**config.mk**
```make
export PLATFORM = sky130hd
export DESIGN_NAME = spi_ram_arbiter
export DESIGN_NICKNAME = d
export VERILOG_FILES = /design/src/rtl/spi_ram_arbiter.sv
export SDC_FILE = /design/constraint.sdc
export NUM_CORES = 1
export LEC_CHECK = 0
export BUFFER_PORTS_ARGS = -buffer_cell sky130_fd_sc_hd__buf_2
export CORE_AREA = 2 2 116 62
export CTS_BUF_LIST = sky130_fd_sc_hd__clkbuf_4 sky130_fd_sc_hd__clkbuf_8
export DETAILED_ROUTE_END_ITERATION = 6
export DIE_AREA = 0 0 118 64
export PLACE_DENSITY_LB_ADDON = 0.15
export SLEW_MARGIN = 20
export SYNTH_ARGS = -nofsm -noshare
export SYNTH_HDL_FRONTEND = slang
export SYNTH_SLANG_ARGS = --single-unit
```
**constraint.sdc**
```tcl
create_clock -name clk -period 3.8 [get_ports clk]
set_clock_uncertainty 0.15 [all_clocks]
set_input_delay 0 -clock clk [delete_from_list [all_inputs] [get_ports clk]]
set_output_delay 0 -clock clk [all_outputs]
set_load 0.01 [all_outputs]
```
**src/rtl/spi_ram_arbiter.sv**
```systemverilog
// Shares a single-port RAM between an SPI command stream and a parallel host port.
// SPI words cannot be back-pressured, so SPI always wins arbitration in IDLE.
module spi_ram_arbiter #(
    parameter int ADDR_WIDTH = 8,
    parameter bit AUTO_INC   = 1'b0
) (
    input  logic                  clk,
    input  logic                  rst_n,
    input  logic [9:0]            spi_rx_data,
    input  logic                  spi_rx_valid,
    output logic [7:0]            spi_tx_data,
    output logic                  spi_tx_valid,
    input  logic                  host_req,
    input  logic                  host_we,
    input  logic [ADDR_WIDTH-1:0] host_addr,
    input  logic [7:0]            host_wdata,
    output logic                  host_gnt,
    output logic [7:0]            host_rdata,
    output logic                  host_rvalid,
    output logic                  ram_en,
    output logic                  ram_we,
    output logic [ADDR_WIDTH-1:0] ram_addr,
    output logic [7:0]            ram_wdata,
    input  logic [7:0]            ram_rdata,
    output logic                  busy,
    output logic                  overflow
);

    typedef enum logic [1:0] {IDLE, ACCESS, RD_WAIT} state_t;

    state_t                state, state_d;
    logic                  cmd_pend;
    logic [9:0]            cmd_word;
    logic [ADDR_WIDTH-1:0] wr_addr, rd_addr;
    logic                  serve_host;
    logic                  consume, start_spi, start_host;

    // Opcode bit 8 selects a RAM access (01 write, 11 read); bit 9 picks read/rd_addr.
    always_comb begin
        state_d    = state;
        consume    = 1'b0;
        start_spi  = 1'b0;
        start_host = 1'b0;
        case (state)
            IDLE: begin
                if (cmd_pend) begin
                    consume = 1'b1;
                    if (cmd_word[8]) begin
                        start_spi = 1'b1;
                        state_d   = ACCESS;
                    end
                end else if (host_req) begin
                    start_host = 1'b1;
                    state_d    = ACCESS;
                end
            end
            ACCESS:  state_d = ram_we ? IDLE : RD_WAIT;
            RD_WAIT: state_d = IDLE;
            default: state_d = IDLE;
        endcase
    end

    always_ff @(posedge clk or negedge rst_n) begin
        if (!rst_n) state <= IDLE;
        else        state <= state_d;
    end

    always_ff @(posedge clk or negedge rst_n) begin
        if (!rst_n) begin
            cmd_pend     <= 1'b0;
            cmd_word     <= '0;
            overflow     <= 1'b0;
            wr_addr      <= '0;
            rd_addr      <= '0;
            serve_host   <= 1'b0;
            ram_en       <= 1'b0;
            ram_we       <= 1'b0;
            ram_addr     <= '0;
            ram_wdata    <= '0;
            host_gnt     <= 1'b0;
            host_rdata   <= '0;
            host_rvalid  <= 1'b0;
            spi_tx_data  <= '0;
            spi_tx_valid <= 1'b0;
        end else begin
            // A word arriving in the cycle the pending one is consumed replaces it.
            if (spi_rx_valid) begin
                if (cmd_pend && !consume) begin
                    overflow <= 1'b1;
                end else begin
                    cmd_word <= spi_rx_data;
                    cmd_pend <= 1'b1;
                end
            end else if (consume) begin
                cmd_pend <= 1'b0;
            end

            if (consume && !cmd_word[8]) begin
                if (cmd_word[9]) rd_addr <= ADDR_WIDTH'(cmd_word[7:0]);
                else             wr_addr <= ADDR_WIDTH'(cmd_word[7:0]);
            end

            spi_tx_valid <= 1'b0;
            host_rvalid  <= 1'b0;

            if (start_spi) begin
                ram_en     <= 1'b1;
                ram_we     <= ~cmd_word[9];
                ram_addr   <= cmd_word[9] ? rd_addr : wr_addr;
                ram_wdata  <= cmd_word[7:0];
                serve_host <= 1'b0;
            end else if (start_host) begin
                ram_en     <= 1'b1;
                ram_we     <= host_we;
                ram_addr   <= host_addr;
                ram_wdata  <= host_wdata;
                host_gnt   <= 1'b1;
                serve_host <= 1'b1;
            end

            if (state == ACCESS) begin
                ram_en   <= 1'b0;
                ram_we   <= 1'b0;
                host_gnt <= 1'b0;
                if (AUTO_INC && !serve_host) begin
                    if (ram_we) wr_addr <= wr_addr + ADDR_WIDTH'(1);
                    else        rd_addr <= rd_addr + ADDR_WIDTH'(1);
                end
            end

            if (state == RD_WAIT) begin
                if (serve_host) begin
                    host_rdata  <= ram_rdata;
                    host_rvalid <= 1'b1;
                end else begin
                    spi_tx_data  <= ram_rdata;
                    spi_tx_valid <= 1'b1;
                end
            end
        end
    end

    assign busy = (state != IDLE) || cmd_pend;

endmodule

```
Word-level counts from Yosys, hierarchy flattened
Index checks and enable logic that the tools add are counted.
Widths: inputs -> output; s select.

word-level totals
  register bits after elaboration = 68
  bits of input ports = 39
  output and inout port bits = 39

cells by class
  equal/unequal tests = 6
  multiplexer cells = 34
  bitwise operators = 3
  reductions and logical operators = 20

operators by type and width
  cell                count
  $mux 8              5
  $mux 1              24
  $reduce_and 2->1    9
  $mux 2              4
  $reduce_bool 2->1   4
  $ne 3x3->1 const B  2
  $pmux 2 s2          1
  $not 1->1           3
  $reduce_bool 3->1   1
  $eq 2x1->1 const B  1
  $eq 2x2->1 const B  1
  $logic_and 1x1->1   2
  $logic_not 1->1     2
  $logic_not 2->1     1
  $ne 2x1->1 const B  1
  $ne 2x2->1 const B  1
  $logic_or 1x1->1    1

Depth between registers and ports, before layout
  depth after elaboration = 6
  depth in mapped cells = 5
  gate-level depth less buffers = 3

Worst setup path after synthesis
Ideal clock, no wire load.

  kind = flip-flop to flip-flop
  from = register cmd_word[8]
  to = register wr_addr[0]
  setup time = 0.125 ns
  arrival = 1.342 ns
  path slack = 2.183 ns
  cell stages (with the launch flop) = 5
  path buffers = 1
  period minus slack after synthesis = 1.617 ns
  path through = dfrtp_1 nor4b_2 and2b_1 buf_4 mux2_2

between the ends
  longest elaborated chain between the ends = 3

RTL lines
  element                     RTL line  RTL
  start, declared             33        logic [9:0] cmd_word;
  start signal, assigned      91        cmd_word <= spi_rx_data;
  $logic_not 1->1             98        if (consume && !cmd_word[8]) begin
  $logic_and 1x1->1           98
  $reduce_and 2->1 (no line)  n/a
  end signal, assigned        100       else wr_addr <= ADDR_WIDTH'(cmd_word[7:0]);
  end signal, assigned        126       if (ram_we) wr_addr <= wr_addr + ADDR_WIDTH'(1);
  end, declared               34        logic [ADDR_WIDTH-1:0] wr_addr, rd_addr;

Every way passes these cells.
A chain may end at the register's enable or synchronous reset.

Worst setup path after layout
  from = register state[1]
  to = register ram_addr[6]

between the ends
  longest elaborated chain between the ends = 3
  elaborated cells on any way between the ends = 5

RTL lines
  element                                             RTL line  RTL
  start, declared                                     31        state_t state, state_d;
  start signal, assigned                              65        else state <= state_d;
  $logic_not 2->1 *                                   44        case (state)
  $mux 1                                              44
  $mux 8 / $reduce_bool 2->1 (equally long branches)  n/a
  end signal, assigned                                109       ram_addr <= cmd_word[9] ? rd_addr : wr_addr;
  end signal, assigned                                115       ram_addr <= host_addr;
  end, declared                                       22        output logic [ADDR_WIDTH-1:0] ram_addr,

Every way passes the cells marked *; elsewhere a longest branch is shown, timed or not.

==> results_dict.tcl <==
set metrics [dict create \
    rsz0062_at_grt "no" \
    cts_tree "built" \
    synth_cell_types 34 \
    required_ns 3.84 \
    ios 78 \
    finalSetupViolCount 0 \
    drv_cap 0 \
    final_net_count 367 \
    hold_viol_final 0 \
    syn_nets 253 \
    critical-path-max-stage-delay_ns 0.77 \
    dp_hpwl_um 4772 \
    grt_pass1_vias 2157 \
    crit_type "flip-flop to flip-flop" \
    drt_first_iter_violations 122 \
    grt_max_degree 36 \
    clockBufferDepth 2 \
    gp_congestion 0.7584 \
    slew_headroom_pct 29.25 \
    final_cell_mix "buf_2, dfrtp_1, mux2_2" \
    numClockSinks 68 \
    ant_nets 0 \
    yosysWarnings 0 \
    cp-startpoint "state[1]" \
    cts_buffers 9 \
    drcViolationCount 0 \
    slowest_stage "nand4bb_1" \
    overflow 0 \
    hold_path_class "input port to flip-flop" \
    path_max_fanout 17 \
    p_total_mw 3.101 \
    crit_arrival_ns 2.28 \
    wl_per_cell_um 16.31 \
    seq_area_frac_synth_pct 60.15 \
    hold_start "host_req" \
    cp_cell_sequence "nand4bb_1 > a211oi_1 > a31oi_2" \
    die_x_um 118 \
    wirelength_um 6932 \
    drive_above_1_share_pct 43.24 \
    start_util_pct 43.59 \
    cts-root-buf "clkbuf_8" \
    ir_worst_vdd_uv 372.6 \
    setup-tns-final_ns 0 \
    fillCellCount 545 \
    grt_use_total_pct 20.61 \
    mostFrequentLayoutCell "buf_2" \
    synthCells 214 \
    syn_avg_cell_area_um2 13.22 \
    grt_pass1_wl_um 11640 \
    fin_crit_sh_pct 58.95 \
    numPortBuffers 77 \
    clkLatencyLatePin_ns 0.34 \
    antenna_found_initial 0 \
    path_clk_slew_ns 0.07 \
    vias 2083 \
    status "complete, no violations" \
    dieArea_um2 7552 \
    fmaxAchievable_ghz 0.4464 \
    worst_pin_slew_ns 1.057 \
    row_count 21 \
    fp.dieH_um 64 \
    yosys_register_bits 68 \
    drt_first_pass_iters 4 \
    power.density_nw_per_um2 807.8 \
    post_cts_buffers 0 \
    fin_crit_ns 2.240 \
    syn_area_um2 2829 \
    slew_violations 0 \
    core-area_um2 6490 \
    r2r-start "state[1]" \
    crit_path_end_kind "flip-flop" \
    multi_input_area_um2 1044 \
    p_leak_nw 1.778 \
    n_antenna_cell 0 \
    startpoint_type "flip-flop" \
    viasPerCell 4.901 \
    area_delta_synth_final_pct 35.69 \
    final-seq-area_um2 1702 \
    cts_htree_levels 3 \
]
-- report_power, final --
group	internal (mW)	switching [mW]	leakage (nW)
sequential	1.08	0.295	0.811
combinational	0.579	0.538	0.861
clock	0.344	0.266	0.106
total	2.00	1.10	1.78
-- cells by family after synthesis --
logic type | synth area share [%]
AO/OA/AOI/OAI | 9.288
multiplexers | 17.07
flip-flops | 60.15
buffers and inverters | 2.963
AND/OR/NAND/NOR | 10.53
-- critical path: cells and delay by family, from the launching register on --
kind             cells  cell delay (ns)
AND/OR/NAND/NOR      1             0.77
AO/OA/AOI/OAI        2             0.65
flip-flops           1             0.52
-- flip-flops by register name (all words and copies together), names as in the netlist --
signal and cells:
cmd_word 10, host_rdata 8, ram_addr 8, ram_wdata 8, rd_addr 8, spi_tx_data 8
wr_addr 8, state 2, cmd_pend 1, host_gnt 1, host_rvalid 1, overflow 1
ram_en 1, ram_we 1, serve_host 1, spi_tx_valid 1
-- layer usage --
layer	share of wire [%]	vias up	GRT usage, %
met5	0	-	0
met4	1.5	0	7.380
met3	5.8	11	6.429
met2	39	68	28.42
met1	54	1003	30.35
li1	-	1001	-
-- metrics by stage --
stage | instances | utilization (%) | instance area [um^2] | hold WS, ns | worst slack (ns)
3_3_place_gp | 373 | 50.41 | 3272 | -0.03942 | 1.757
2_1_floorplan | 214 | - | 2829 | -0.4456 | 2.183
5_1_grt | 425 | 59.15 | 3839 | 0.05457 | 1.472
4_1_cts | 425 | 59.15 | 3839 | 0.02254 | 1.608
3_5_place_dp | 373 | 50.41 | 3272 | -0.03115 | 1.638
6_report | 425 | 59.15 | 3839 | 0.04309 | 1.560
-- synthesized netlist by cell type (all sizes together) --
library cell | instances | area (um^2)
nand4bb | 1 | 11.26
and2b | 1 | 7.510
a311oi | 1 | 8.760
nor4bb | 1 | 10.01
nor2b | 8 | 50.05
nand3b | 1 | 7.510
a22oi | 8 | 60.06
or4b | 1 | 10.01
inv | 1 | 3.750
nor2 | 2 | 7.510
mux2 | 42 | 473.0
mux2i | 1 | 10.01
dfrtp | 68 | 1702
a31o | 1 | 8.760
a211oi | 8 | 60.06
nand2b | 2 | 12.51
nand2 | 28 | 115.1
o22a | 1 | 8.760
o21a | 2 | 15.01
buf | 8 | 61.31
or3 | 1 | 6.260
nor4b | 2 | 38.78
nor3b | 2 | 15.01
clkbuf | 5 | 18.77
o21ai | 9 | 45.04
a31oi | 8 | 56.30
or2 | 1 | 6.260
-- layout make-up --
class,instances,area share [%]
inverter,1,0.09778
multi-input combinational,132,27.18
tap,92,2.999
sequential,68,44.33
clock buffer,12,4.139
clock inverter,4,1.239
timing repair buffer,116,20.01
-- final timing paths --
| path | slack (ns) | cells after the start | end |
|---|---|---|---|
| setup / recovery | 1.56 | 3 | ram_addr[6] |
| hold / removal | 0.04 | 4 | ram_addr[7] |
| setup reg to reg | 1.56 | 3 | ram_addr[6] |
| hold reg to reg | 0.33 | 1 | state[1] |
| max in group asynchronous | 2.46 | 3 | wr_addr[3] |
| min in group asynchronous | 0.11 | 2 | ram_addr[3] |
-- timing repair --
action,CTS,global route
hold endpoints to repair,77,0
hold buffers,36,0
resized for setup,0,0
No activity file was read; power rests on OpenSTA's default activity.
